<file path="config.mk">
export PLATFORM = sky130hd
export DESIGN_NAME = reg_file_arbiter
export DESIGN_NICKNAME = d
export VERILOG_FILES = /design/src/rtl/reg_file_arbiter.sv
export SDC_FILE = /design/constraint.sdc
export NUM_CORES = 1
export LEC_CHECK = 0
export CORE_MARGIN = 2
export CORE_UTILIZATION = 40
export CTS_CLUSTER_SIZE = 16
export DETAILED_ROUTE_END_ITERATION = 12
export PLACE_DENSITY = 0.77
export SYNTH_ARGS = -nofsm -noshare
export SYNTH_HDL_FRONTEND = slang
export SYNTH_SLANG_ARGS = --single-unit
</file>
<file path="constraint.sdc">
create_clock -name clk -period 4.5 [get_ports clk]
set_input_delay 0.9 -clock clk [delete_from_list [all_inputs] [get_ports clk]]
set_output_delay 0.9 -clock clk [all_outputs]
set_load 0.005 [all_outputs]
</file>
<file path="src/rtl/reg_file_arbiter.sv">
// reg_file_arbiter
//   Two-requester round-robin arbiter and sequencer in front of a 32x8
//   register file (two registered read ports, one write port). A granted
//   transaction bundle is driven onto the register file for one cycle, the
//   read data is captured and returned with a one-cycle response strobe.
//   A bundle that reads the address it also writes is split into a write
//   cycle followed by a read cycle, so the read returns the new value.
//
// Ports
//   clk, reset                 clock, asynchronous active-high reset
//   a_* / b_*                  requester bundles: req/op/addresses/wdata in,
//                              ack, rsp_valid and rdata1/rdata2 out
//   rf_read1/2, rf_write,
//   rf_write_data,
//   rf_input_valid             register-file controls (registered)
//   rf_out1, rf_out2           register-file read data
//   busy                       high whenever the sequencer is not idle
module reg_file_arbiter #(
  parameter int ADDR_W = 5,
  parameter int DATA_W = 8
) (
  input  logic              clk,
  input  logic              reset,
  input  logic              a_req,
  input  logic [2:0]        a_op,
  input  logic [ADDR_W-1:0] a_read1,
  input  logic [ADDR_W-1:0] a_read2,
  input  logic [ADDR_W-1:0] a_write,
  input  logic [DATA_W-1:0] a_wdata,
  output logic              a_ack,
  output logic              a_rsp_valid,
  output logic [DATA_W-1:0] a_rdata1,
  output logic [DATA_W-1:0] a_rdata2,
  input  logic              b_req,
  input  logic [2:0]        b_op,
  input  logic [ADDR_W-1:0] b_read1,
  input  logic [ADDR_W-1:0] b_read2,
  input  logic [ADDR_W-1:0] b_write,
  input  logic [DATA_W-1:0] b_wdata,
  output logic              b_ack,
  output logic              b_rsp_valid,
  output logic [DATA_W-1:0] b_rdata1,
  output logic [DATA_W-1:0] b_rdata2,
  output logic [ADDR_W-1:0] rf_read1,
  output logic [ADDR_W-1:0] rf_read2,
  output logic [ADDR_W-1:0] rf_write,
  output logic [DATA_W-1:0] rf_write_data,
  output logic [2:0]        rf_input_valid,
  input  logic [DATA_W-1:0] rf_out1,
  input  logic [DATA_W-1:0] rf_out2,
  output logic              busy
);

  typedef enum logic [2:0] {
    IDLE      = 3'd0,
    ISSUE     = 3'd1,
    WR_FIRST  = 3'd2,
    RD_SECOND = 3'd3,
    CAPTURE   = 3'd4
  } state_t;

  state_t      state_r;
  logic        last_grant_r;  // 1'b0 = A, 1'b1 = B
  logic        grant_r;       // owner of the transaction in flight
  logic [1:0]  rd_op_r;       // {read port 1, read port 2} of the latched op

  logic              grant_b_s;
  logic [2:0]        sel_op_s;
  logic [ADDR_W-1:0] sel_read1_s;
  logic [ADDR_W-1:0] sel_read2_s;
  logic [ADDR_W-1:0] sel_write_s;
  logic [DATA_W-1:0] sel_wdata_s;
  logic              split_s;

  // Arbitration and bundle selection for the IDLE grant decision.
  always_comb begin
    grant_b_s = 1'b0;
    if (a_req && b_req) begin
      // Contention: the requester not served last time wins.
      grant_b_s = (last_grant_r == 1'b0);
    end else if (b_req) begin
      grant_b_s = 1'b1;
    end else begin
      grant_b_s = 1'b0;
    end

    if (grant_b_s) begin
      sel_op_s    = b_op;
      sel_read1_s = b_read1;
      sel_read2_s = b_read2;
      sel_write_s = b_write;
      sel_wdata_s = b_wdata;
    end else begin
      sel_op_s    = a_op;
      sel_read1_s = a_read1;
      sel_read2_s = a_read2;
      sel_write_s = a_write;
      sel_wdata_s = a_wdata;
    end

    // A read hitting the written address must observe the new data.
    split_s = sel_op_s[0] &&
              ((sel_op_s[2] && (sel_read1_s == sel_write_s)) ||
               (sel_op_s[1] && (sel_read2_s == sel_write_s)));
  end

  // Sequencer FSM with all outputs registered.
  always_ff @(posedge clk or posedge reset) begin
    if (reset) begin
      state_r        <= IDLE;
      last_grant_r   <= 1'b1;
      grant_r        <= 1'b0;
      rd_op_r        <= 2'b00;
      a_ack          <= 1'b0;
      b_ack          <= 1'b0;
      a_rsp_valid    <= 1'b0;
      b_rsp_valid    <= 1'b0;
      a_rdata1       <= {DATA_W{1'b0}};
      a_rdata2       <= {DATA_W{1'b0}};
      b_rdata1       <= {DATA_W{1'b0}};
      b_rdata2       <= {DATA_W{1'b0}};
      rf_read1       <= {ADDR_W{1'b0}};
      rf_read2       <= {ADDR_W{1'b0}};
      rf_write       <= {ADDR_W{1'b0}};
      rf_write_data  <= {DATA_W{1'b0}};
      rf_input_valid <= 3'b000;
      busy           <= 1'b0;
    end else begin
      a_ack       <= 1'b0;
      b_ack       <= 1'b0;
      a_rsp_valid <= 1'b0;
      b_rsp_valid <= 1'b0;
      case (state_r)
        IDLE: begin
          if (a_req || b_req) begin
            grant_r       <= grant_b_s;
            last_grant_r  <= grant_b_s;
            a_ack         <= ~grant_b_s;
            b_ack         <= grant_b_s;
            rd_op_r       <= sel_op_s[2:1];
            rf_read1      <= sel_read1_s;
            rf_read2      <= sel_read2_s;
            rf_write      <= sel_write_s;
            rf_write_data <= sel_wdata_s;
            busy          <= 1'b1;
            if (split_s) begin
              state_r        <= WR_FIRST;
              rf_input_valid <= 3'b001;
            end else begin
              state_r        <= ISSUE;
              rf_input_valid <= sel_op_s;
            end
          end else begin
            state_r        <= IDLE;
            rf_input_valid <= 3'b000;
            busy           <= 1'b0;
          end
        end
        ISSUE: begin
          rf_input_valid <= 3'b000;
          state_r        <= CAPTURE;
        end
        WR_FIRST: begin
          rf_input_valid <= {rd_op_r[1], rd_op_r[0], 1'b0};
          state_r        <= RD_SECOND;
        end
        RD_SECOND: begin
          rf_input_valid <= 3'b000;
          state_r        <= CAPTURE;
        end
        CAPTURE: begin
          // Only requested read ports update the requester's rdata.
          if (grant_r) begin
            if (rd_op_r[1]) b_rdata1 <= rf_out1;
            if (rd_op_r[0]) b_rdata2 <= rf_out2;
            b_rsp_valid <= 1'b1;
          end else begin
            if (rd_op_r[1]) a_rdata1 <= rf_out1;
            if (rd_op_r[0]) a_rdata2 <= rf_out2;
            a_rsp_valid <= 1'b1;
          end
          rf_input_valid <= 3'b000;
          state_r        <= IDLE;
          busy           <= 1'b0;
        end
        default: begin
          rf_input_valid <= 3'b000;
          state_r        <= IDLE;
          busy           <= 1'b0;
        end
      endcase
    end
  end

endmodule
</file>
# [After elaboration in Yosys (flattened, before gate mapping)]
# Index checks and enable logic that the tools add are counted.
[totals] register_bits=70 output_inout_bits=63 wordCells=64
[op_classes] n_eq_ne=6 muxes=23 n_bitwise=3 reduce_logical=14
[ops] op="2-to-1 mux 5 bit" n=3
[ops] op="2-to-1 mux 3 bit" n=4
[ops] op="AND reduction 3 bit" n=4
[ops] op="2-to-1 mux 1 bit" n=11
[ops] op="equality test 5 bit" n=2
[ops] op="case mux 3 bit (3 select lines)" n=1
[ops] op="2-to-1 mux 8 bit" n=1
[ops] op="equality test 3 x 2 -> 1 bit, second input constant" n=2
[ops] op="case mux 3 bit (2 select lines)" n=1
[ops] op="logical AND 1 bit" n=4
[ops] op="equality test 3 x 1 -> 1 bit, second input constant" n=1
[ops] op="equality test 3 bit, second input constant" n=1
[ops] op="zero test 3 bit" n=1
[ops] op="NOT 1 bit" n=3
[ops] op="OR reduction 3 bit" n=1
[ops] op="logical OR 1 bit" n=2
[ops] op="2-to-1 mux 2 bit" n=1
[ops] op="case mux 1 bit (2 select lines)" n=1
[ops] op="AND reduction 2 bit" n=1
[ops] op="OR reduction 2 bit" n=1

# [Depth between registers and ports, before layout]
[depth] ltp_word=10 mapped_depth=6 mapped_depth_nobuf=5

# [Least setup slack after synthesis]
# Ideal clock, no wire load.
[synth_timing] path_kind="input -> register" start="input port b_req" end="register state_r[1]" setup_ps=129 arrival_time_ps=1865 required_time_ps=4371 path_slack_ps=2507 cell_stages=5 n_path_buf=0 path_cell_list="a21boi_4 > mux2_2 > and2_1 > o211ai_1 > nand3_1"
[synth_between] elab_chain_len=10 elab_cells_between_ends=17 cone_classes="2 x eq/ne; 9 x mux; 6 x reduce/logical"
[synth_rtl] element="start, declared" line="34" text="input logic b_req,"
[synth_rtl] element="2-to-1 mux 1 bit / logical AND 1 bit (equally long branches)" line="81, 78"
[synth_rtl] element="2-to-1 mux 1 bit" line="78" text="if (a_req && b_req) begin"
[synth_rtl] element="2-to-1 mux 5 bit" line="87" text="if (grant_b_s) begin"
[synth_rtl] element="equality test 5 bit (on tied branches)" line="103, 104"
[synth_rtl] element="logical AND 1 bit (on tied branches)" line="103, 104"
[synth_rtl] element="logical OR 1 bit" line="103" text="((sel_op_s[2] && (sel_read1_s == sel_write_s)) ||"
[synth_rtl] element="logical AND 1 bit" line="102" text="split_s = sel_op_s[0] &&"
[synth_rtl] element="2-to-1 mux 2 bit" line="146" text="if (split_s) begin"
[synth_rtl] element="2-to-1 mux 3 bit *" line="135" text="if (a_req || b_req) begin"
[synth_rtl] element="case mux 3 bit (3 select lines) *" line="133" text="case (state_r)"
[synth_rtl] element="end signal, assigned" line="110" text="state_r <= IDLE;"
[synth_rtl] element="end signal, assigned" line="147" text="state_r <= WR_FIRST;"
[synth_rtl] element="end signal, assigned" line="150" text="state_r <= ISSUE;"
[synth_rtl] element="end, declared" line="62" text="state_t state_r;"
# Mark *: on every way between the ends. The rest lies on a longest branch, timed or not.
# A chain may end at the register's enable or synchronous reset.

# [Final worst setup path]
# Ends and elaborated chain as after synthesis.

==> key figures <==
Run status
  • Status: completed

Layout
  • Register area: 1750 um^2
  • Fill cell count: 654
  • Layout Area Growth over Synthesis: 52.6%
  • Multi-input gate area: 1290 um^2
  • Nets: 470
  • Ant diodes: 0
  • Layout cells sized above 1: 0.139

Clock network
  • Post-CTS sizing: 0
  • Hold Buf Count CTS: 0
  • CTS Buf Count: 9
  • Clock Sink Count: 70
  • # Post-CTS Setup Buffers: 0
  • Root buf cell: clkbuf_8
  • Skew-Pair Late Insertion Delay: 0.34 ns
  • CTS Buffer Depth: 2
  • CTS tree: built
  • H-tree depth: 3
  • Clock-pin slew on the worst setup and hold paths: 0.07 ns

Timing
  • Fmax: 361 MHz
  • Final worst slack: 1.73 ns
  • Final Hold Viols: 0
  • Period utilization: 0.616
  • Final max-slew violation count: 0
  • Worst slew margin: 0.248
  • Final min period: 2.77 ns
  • RSZ-0062 raised after global routing: no
  • Worst slew pin tran: 1.12 ns
  • Fin Setup TNS: 0 ns
  • Final setup violation count: 0
  • Skew final: 0.00916 ns

Floorplanning
  • Die X: 92.1 um
  • Initial Utilization: 0.408
  • Row count: 32
  • Die Height: 92.1 um
  • Core area: 7610 um^2
  • DIE AREA: 8490 um^2
  • Ports: 135

GRT
  • Grt ovf: 0
  • Largest net degree at the start of global routing: 54
  • Most Crowded Layer GR: met2
  • Initial antenna violation count: 0
  • Met1 usage: 0.228
  • Number of global-route vias before repair: 2577
  • Total track usage: 0.189
  • First-pass GRT wire length: 12400 um
  • GRT met3 Usage: 0.0666
  • Met2 usage: 0.314

Place
  • Pre-CTS setup slack: 1.36 ns
  • Detailed-placement wirelength estimate: 5810 um
  • Final weighted congestion in routability-driven placement: 0.794
  • Port bufs: 134

Critical path
  • Reg2Reg Depth: 5
  • WP data arrival: 2.99 ns
  • Nature of the critical path endpoint: flip-flop
  • R2R Path Start: last_grant_r
  • Setup CP Type: in2reg
  • Startpoint types: input port
  • R2R Setup Slk: 2.50 ns
  • Reg2reg end: state_r[1]
  • Required @ worst endpoint: 4.72 ns
  • CP Max Fanout: 24

Synth
  • Synth unique cells: 34
  • Synth Register Bits: 70
  • Ys async rst share: 1.00
  • Largest area contributor in the netlist: dfrtp_1
  • Yosys warns: 0
  • Post-synthesis sequential area ratio: 0.564
  • Top-count cell post-synth: dfrtp_1
  • Synth top area cells: dfrtp_1, mux2_2, mux2i_1
  • Mean Syn Cell Area: 12.0 um^2
  • Syn Std Cell Area: 3110 um^2
  • Commonest cells post-synth: dfrtp_1, nand2_1, mux2_2
  • Top_reg_cell synth: dfrtp_1
  • Synth Net Count: 331
  • EDFF count, synth: 0
  • Top cell type's share of synthesized area: 0.556
  • Cells after Synth: 259

Worst hold path
  • Hold Path Origin: rf_read2[4]
  • Worst Hold Depth: 2
  • HP Class: reg2reg
  • Hold path endpoint: rf_read2[4]

Routing
  • DRC violations left: 0
  • DR pass1 iterations: 4
  • DR iter-0 viols: 56
  • Vias per Instance: 4.90
  • Final WL: 7520 um
  • WL per Instance: 14.9 um
  • Vias: 2470
  • Routed Antenna Nets: 0

Power and ir drop
  • Switching Fraction: 0.294
  • Leak: 0.00202 uW
  • P per Cell Area: 587 nW/um^2
  • Share of power burned in registers: 0.395
  • Clock network fraction of total power: 0.174
  • Internal power: 1960 uW
  • Peak VDD IR: 0.210 mV
  • Comb power frac: 0.431
  • NetSw: 818 uW

Run
  • Max_cap viols: 0
cell usage in the layout, fill, tap and decap left out, types with 2 or more instances in the layout:
cell             instances
and2_1                   3
clkinv_2                 2
dfrtp_1                 69
mux2_2                  34
nand4_1                  2
buf_4                    3
clkbuf_8                10
nor3_1                   2
o31ai_1                  3
o21ai_0                 26
nor4_1                   2
nand2_1                 39
nor2_1                   7
a21o_1                   2
xor2_1                   9
inv_1                    3
xnor2_1                  9
mux2i_1                 23
clkdlybuf4s50_1        134
sequential cells by signal (all words and copies together), names as in the netlist, 2 cells and up:
signal          count
rf_read2            5
b_rdata2            8
rf_read1            5
a_rdata2            8
rf_write_data       8
state_r             3
rf_input_valid      3
b_rdata1            8
rd_op_r             2
rf_write            5
a_rdata1            8
stage by stage:
step | hold WS (ns) | utilization | cell area (um^2) | cells | power (uW)
3_5_place_dp | 0.469 | 0.598 | 4550 | 489 | 2330
6_report | 0.481 | 0.623 | 4740 | 504 | 2780
3_3_place_gp | 0.461 | 0.598 | 4550 | 489 | 2290
2_1_floorplan | 0.439 | - | 3110 | 259 | 1580
4_1_cts | 0.486 | 0.623 | 4740 | 504 | 2820
5_1_grt | 0.524 | 0.623 | 4740 | 504 | 2990
cell type report:
type                    count  area share
flip-flops and latches     70       0.370
clock buffers              11      0.0298
multi-input cells         176       0.273
inverters                   4     0.00317
well taps                 102      0.0269
repair buffers            137       0.288
clock inverters             4      0.0100
kinds of logic (layout without fill, tap and decap cells):
| group | Yosys count | in the layout | share of synthesized area |
|---|---|---|---|
| flip-flops | 70 | 70 | 0.564 |
| AND/OR/NAND/NOR | 61 | 61 | 0.0854 |
| multiplexers | 57 | 57 | 0.197 |
| AO/OA/AOI/OAI | 40 | 40 | 0.0789 |
| XOR/XNOR | 18 | 18 | 0.0507 |
| buffers and inverters | 13 | 156 | 0.0234 |
power by group through the flow:
stage,Combinational (uW),Clock (uW),Sequential [uW]
after floorplan,468,0,1120
after global placement,1190,0,1100
after detailed placement,1220,0,1110
after CTS,1220,501,1100
after global routing,1310,531,1140
final,1200,485,1100
metal layers:
layer	part of all wire	vias to the layer above
met3	0.086	9
met1	0.43	1159
met2	0.47	117
met5	0	-
li1	-	1185
met4	0.012	0
worst max-delay path by stage:
stage                     startpoint         end  slack, ns  cells past startpoint
final                          b_req  state_r[1]       1.73                      6
after global routing           b_req  state_r[1]       1.59                      6
after CTS                      b_req  state_r[1]       1.72                      6
after detailed placement       b_req  state_r[1]       1.36                      6
after global placement         b_req  state_r[1]       1.39                      6
after floorplan                reset       a_ack       1.83                      1
worst max-delay path, stage by stage:
cell and delay (ns):
clkdlybuf4s50_1 0.55, a21boi_4 0.73, mux2_2 0.44, and2_1 0.19, o211ai_1 0.09, nand3_1 0.09
Note: power is estimated with default switching activity, not from simulation.
